<file path="config.mk">
export PLATFORM = sky130hd
export DESIGN_NAME = ex_hazard_ctrl
export DESIGN_NICKNAME = d
export VERILOG_FILES = /design/src/rtl/ex_hazard_ctrl_pkg.sv /design/src/rtl/ex_hazard_ctrl_md_wait_timer.sv /design/src/rtl/ex_hazard_ctrl.sv
export SDC_FILE = /design/constraint.sdc
export NUM_CORES = 1
export LEC_CHECK = 0
export ABC_AREA = 1
export CORE_MARGIN = 2
export CORE_UTILIZATION = 51
export DETAILED_ROUTE_END_ITERATION = 8
export GPL_TIMING_DRIVEN = 0
export HOLD_SLACK_MARGIN = 0.15
export PLACE_DENSITY = 0.94
export SETUP_SLACK_MARGIN = 0.3
export SYNTH_ARGS = -nofsm -noshare
export SYNTH_HDL_FRONTEND = slang
export SYNTH_HIERARCHICAL = 1
export SYNTH_SLANG_ARGS = --single-unit
</file>
<file path="constraint.sdc">
create_clock -name clk -period 4.5 [get_ports clk]
set_input_delay 0.9 -clock clk [delete_from_list [all_inputs] [get_ports clk]]
set_output_delay 0.9 -clock clk [all_outputs]
set_load 0.05 [all_outputs]
</file>
<file path="src/rtl/ex_hazard_ctrl_pkg.sv">
// rtl/ex_hazard_ctrl_pkg.sv - shared pipeline-control constants and hazard helpers
package ex_hazard_ctrl_pkg;

   // Sequencer state encoding, also used by the ID/EX and EX/MEM control decode
   localparam logic [0:0] ST_RUN     = 1'b0;
   localparam logic [0:0] ST_MD_WAIT = 1'b1;

   // $zero never carries a real dependency
   localparam logic [4:0] REG_ZERO = 5'd0;

   // Control-flow change resolved in MEM: taken branch or jump
   function automatic logic is_redirect(
      input logic branch,
      input logic aluzero,
      input logic jump
   );
      return (branch & aluzero) | jump;
   endfunction

   // Load in EX whose destination feeds a source operand of the instruction in ID
   function automatic logic is_loaduse(
      input logic       memread,
      input logic [4:0] rd,
      input logic [4:0] rs,
      input logic [4:0] rt,
      input logic       uses_rt
   );
      return memread & (rd != REG_ZERO) & ((rd == rs) | (uses_rt & (rd == rt)));
   endfunction

endpackage

</file>
<file path="src/rtl/ex_hazard_ctrl_md_wait_timer.sv">
// rtl/ex_hazard_ctrl_md_wait_timer.sv - mul/div wait counter, timeout compare and sticky error
module ex_hazard_ctrl_md_wait_timer
   import ex_hazard_ctrl_pkg::*;
#(
   parameter int MD_TIMEOUT = 64
)(
   input  logic clk,
   input  logic reset,
   input  logic active,
   input  logic md_done,
   output logic timeout,
   output logic md_release,
   output logic md_error
);

   // Wide enough to hold MD_TIMEOUT-1 even for a timeout of 1
   localparam int CW = $clog2(MD_TIMEOUT + 1);
   localparam logic [CW-1:0] LAST = CW'(MD_TIMEOUT - 1);

   logic [CW-1:0] count;
   logic          at_last;

   assign at_last = (count == LAST);

   // A done pulse on the last allowed cycle wins over the timeout
   assign timeout    = active & ~md_done & at_last;
   assign md_release = active & (md_done | at_last);

   // Count cycles spent waiting; idle or releasing returns the counter to zero
   always_ff @(posedge clk or posedge reset) begin
      if (reset) begin
         count <= '0;
      end else if (!active || md_release) begin
         count <= '0;
      end else begin
         count <= count + 1'b1;
      end
   end

   // Sticky error flag, only reset clears it
   always_ff @(posedge clk or posedge reset) begin
      if (reset) begin
         md_error <= 1'b0;
      end else if (timeout) begin
         md_error <= 1'b1;
      end
   end

endmodule

</file>
<file path="src/rtl/ex_hazard_ctrl.sv">
// rtl/ex_hazard_ctrl.sv - execute-stage hazard, flush and mul/div wait sequencer
module ex_hazard_ctrl
   import ex_hazard_ctrl_pkg::*;
#(
   parameter int MD_TIMEOUT = 64,
   parameter int CNT_W      = 16
)(
   input  logic             clk,
   input  logic             reset,
   input  logic [4:0]       id_rs,
   input  logic [4:0]       id_rt,
   input  logic             id_uses_rt,
   input  logic             ex_memread,
   input  logic [4:0]       ex_rd,
   input  logic             ex_muldiv,
   input  logic             mem_branch,
   input  logic             mem_aluzero,
   input  logic             mem_jump,
   input  logic             md_done,
   output logic             pc_write,
   output logic             ifid_write,
   output logic             idex_bubble,
   output logic             ifid_flush,
   output logic             exmem_bubble,
   output logic             ex_hold,
   output logic             md_start,
   output logic             md_error,
   output logic [CNT_W-1:0] stall_count
);

   logic [0:0] state;
   logic [0:0] next_state;
   logic       redirect;
   logic       loaduse;
   logic       md_active;
   logic       md_timeout;
   logic       md_release;
   logic       md_launch;

   assign redirect  = is_redirect(mem_branch, mem_aluzero, mem_jump);
   assign loaduse   = is_loaduse(ex_memread, ex_rd, id_rs, id_rt, id_uses_rt);
   assign md_active = (state == ST_MD_WAIT);

   // A taken redirect squashes the mul/div in EX, so it never launches
   assign md_launch = (state == ST_RUN) & ~redirect & ex_muldiv;

   ex_hazard_ctrl_md_wait_timer #(
      .MD_TIMEOUT (MD_TIMEOUT)
   ) u_timer (
      .clk        (clk),
      .reset      (reset),
      .active     (md_active),
      .md_done    (md_done),
      .timeout    (md_timeout),
      .md_release (md_release),
      .md_error   (md_error)
   );

   // Pipeline control outputs and next state, all zero-latency from the current inputs
   always_comb begin
      pc_write     = 1'b0;
      ifid_write   = 1'b0;
      idex_bubble  = 1'b0;
      ifid_flush   = 1'b0;
      exmem_bubble = 1'b0;
      ex_hold      = 1'b0;
      next_state   = state;
      case (state)
         ST_RUN: begin
            if (redirect) begin
               ifid_flush   = 1'b1;
               idex_bubble  = 1'b1;
               exmem_bubble = 1'b1;
               pc_write     = 1'b1;
               ifid_write   = 1'b1;
            end else if (ex_muldiv) begin
               ex_hold      = 1'b1;
               exmem_bubble = 1'b1;
               next_state   = ST_MD_WAIT;
            end else if (loaduse) begin
               // The load moves to MEM next edge, so this stalls exactly once
               idex_bubble  = 1'b1;
            end else begin
               pc_write     = 1'b1;
               ifid_write   = 1'b1;
            end
         end
         default: begin
            // MEM only holds bubbles while waiting, so redirect is not consulted
            if (md_release) begin
               pc_write     = 1'b1;
               ifid_write   = 1'b1;
               next_state   = ST_RUN;
            end else begin
               ex_hold      = 1'b1;
               exmem_bubble = 1'b1;
            end
         end
      endcase
   end

   // Sequencer state register
   always_ff @(posedge clk or posedge reset) begin
      if (reset) begin
         state <= ST_RUN;
      end else begin
         state <= next_state;
      end
   end

   // Start pulse lands in the first wait cycle only
   always_ff @(posedge clk or posedge reset) begin
      if (reset) begin
         md_start <= 1'b0;
      end else begin
         md_start <= md_launch;
      end
   end

   // Saturating count of cycles in which the PC did not advance
   always_ff @(posedge clk or posedge reset) begin
      if (reset) begin
         stall_count <= '0;
      end else if (!pc_write && (stall_count != {CNT_W{1'b1}})) begin
         stall_count <= stall_count + 1'b1;
      end
   end

   // Timeout is reported through md_error; the local copy is kept for observability
   logic md_timeout_seen;
   assign md_timeout_seen = md_timeout;

endmodule

</file>
==> impl_metrics.json <==
{
  "clock_sinks": 26,
  "peakVddDrop_mv": 0.401,
  "syn_area_um2": 1700,
  "endpoint_kind": "output pin",
  "cts_max_level": 1,
  "timing.final.hold_violations": 0,
  "rows": 20,
  "pin_count": 48,
  "drv_cap": 0,
  "grt_max_degree": 19,
  "clock_skew_ns": 0.00819,
  "worstSkewPairLatency_ns": 0.34,
  "drt_iter0_drc": 125,
  "overflow": 0,
  "p_clk_share_pct": 11.3,
  "via_per_inst": 4.92,
  "grt_usage_pct": 23.3,
  "power.share.sequential_pct": 33.2,
  "gp_congestion": 0.903,
  "ctsResizeCount": 0,
  "fin_crit_sh_pct": 88.8,
  "finalSetupTns_ns": 0,
  "hold_path_class": "flip-flop to flip-flop",
  "cts_buffer_depth": 2,
  "final_area_um2": 2250,
  "cp_max_fo": 10,
  "rsz0062_at_grt": "false",
  "crit_type": "input pin to output pin",
  "fmax_ghz": 0.250,
  "core_um2": 3100,
  "avgSynthCellArea_um2": 6.98,
  "p_int_mw": 0.469,
  "start_kind": "input pin",
  "outcome": "finished clean",
  "post_cts_buffers": 0,
  "p_leak_nw": 1.13,
  "switchingPower_mw": 0.434,
  "critPathArrivalTime_ns": 3.10,
  "wirelength_um": 3960,
  "powerDensity_nw_per_um2": 401,
  "setup_viol": 0,
  "die_h_um": 61.8,
  "pwr-share-comb_pct": 55.5,
  "nFillCells": 269,
  "drcViolationCount": 0,
  "synthCells": 244,
  "area_growth_pct": 32.3,
  "drtPass1Iterations": 4,
  "routedWlPerCell_um": 11.7,
  "drv_slew": 0,
  "via_count": 1663,
  "r2r_cells": 11,
  "netSwitchingFraction_pct": 48.1,
  "start_util_pct": 54.9,
  "clkTransAtPathRegs_ns": 0.13,
  "port_buffers": 47,
  "cts_hold_buf": 0,
  "fin_crit_ns": 4.00,
  "fin_nets": 322,
  "placed_area_um2": 2230,
  "grt_pass1_wl_um": 6540,
  "antenna_found_initial": 0,
  "antennaDiodeCount": 0,
  "cp.required_ns": 3.60,
  "layout-drive-gt1-share_pct": 6.80,
  "die_x_um": 61.8,
  "cts_tree": "done",
  "syn_nets": 270,
  "cts_buffers": 3,
  "ant_nets": 0,
  "finish.utilization_pct": 72.6,
  "tightest_slew_ns": 0.664,
  "grt_pass1_vias": 1498,
  "whs_path_depth": 1,
  "dp_hpwl_um": 3040,
  "dieArea_um2": 3820,
  "maxSlewHeadroom_pct": 55.7,
  "cts_root_buffer": "clkbuf_4",
  "ys_warn_count": 6
}
==> flip-flops by register name, indices dropped and copies added, names as in the netlist <==
name and count:
stall_count 16, u_timer/count 7, md_start 1, u_timer/md_error 1, md_active 1
==> critical path, cell delays in order <==
cell             delay, ns
clkdlybuf4s50_1       0.48
nor2_1                0.14
nand3_1               0.08
o21ai_0               0.15
inv_1                 0.08
nand3_2               0.09
nand2_4               0.10
buf_4                 0.20
inv_1                 0.07
clkdlybuf4s50_1       0.80
==> placed cells by master, fill, tap and decap left out, drive strengths merged, types with 2 or more instances in the layout <==
| cell type | n |
|---|---|
| xnor2 | 8 |
| o21ai | 2 |
| xor2 | 9 |
| nor2 | 29 |
| dfrtp | 26 |
| o21bai | 2 |
| nand2 | 83 |
| nor3 | 6 |
| buf | 4 |
| clkbuf | 3 |
| a21oi | 3 |
| nand4 | 3 |
| nand3 | 30 |
| ha | 2 |
| inv | 36 |
| clkdlybuf4s50 | 46 |
==> stage by stage <==
stage | hold WS, ns | total power [mW] | setup slack, ns | std cells
global placement | 0.465 | 0.793 | 0.455 | 335
global route | 0.522 | 0.952 | 0.368 | 338
finish | 0.497 | 0.903 | 0.505 | 338
floorplan | 0.452 | 0.644 | 1.05 | 244
CTS | 0.497 | 0.906 | 0.415 | 338
detailed placement | 0.469 | 0.804 | 0.418 | 335
==> metal layers <==
layer	global-route usage [%]	part of all wire, %	up-vias
met1	29.5	43	755
met2	39.4	50	52
li1	-	-	848
met3	4.14	4.6	8
met5	0	0	-
met4	9.42	2.0	0
==> worst paths after layout <==
| path | from | endpoint | slack, ns |
|---|---|---|---|
| min reg2reg | u_timer/count[0]$_DFF_PP0_ | u_timer/count[0]$_DFF_PP0_ | 0.50 |
| max reg2reg | u_timer/count[0]$_DFF_PP0_ | stall_count[3]$_DFFE_PP0P_ | 2.65 |
| min | u_timer/count[0]$_DFF_PP0_ | u_timer/count[0]$_DFF_PP0_ | 0.50 |
| min in group asynchronous | reset | u_timer/count[5]$_DFF_PP0_ | 0.83 |
| max in group asynchronous | reset | stall_count[0]$_DFFE_PP0P_ | 3.10 |
| max | ex_rd[2] | ifid_write | 0.50 |
==> power by group through the flow <==
stage	combinational [mW]	sequential [mW]	clock [mW]
floorplan	0.274	0.371	0
global placement	0.490	0.302	0
detailed placement	0.499	0.305	0
CTS	0.500	0.300	0.105
global route	0.534	0.306	0.112
finish	0.501	0.300	0.102
==> layout make-up <==
class / instances / area [µm²] / area share [%]
clock buffers: 3 / 22.5 / 0.999
multi-input cells: 178 / 886 / 39.3
repair buffers: 47 / 473 / 21.0
well taps: 44 / 55.1 / 2.44
plain buffers: 4 / 31.3 / 1.39
flip-flops and latches: 26 / 651 / 28.9
inverters: 36 / 135 / 6.00
No activity file was read; power rests on OpenSTA's default activity.
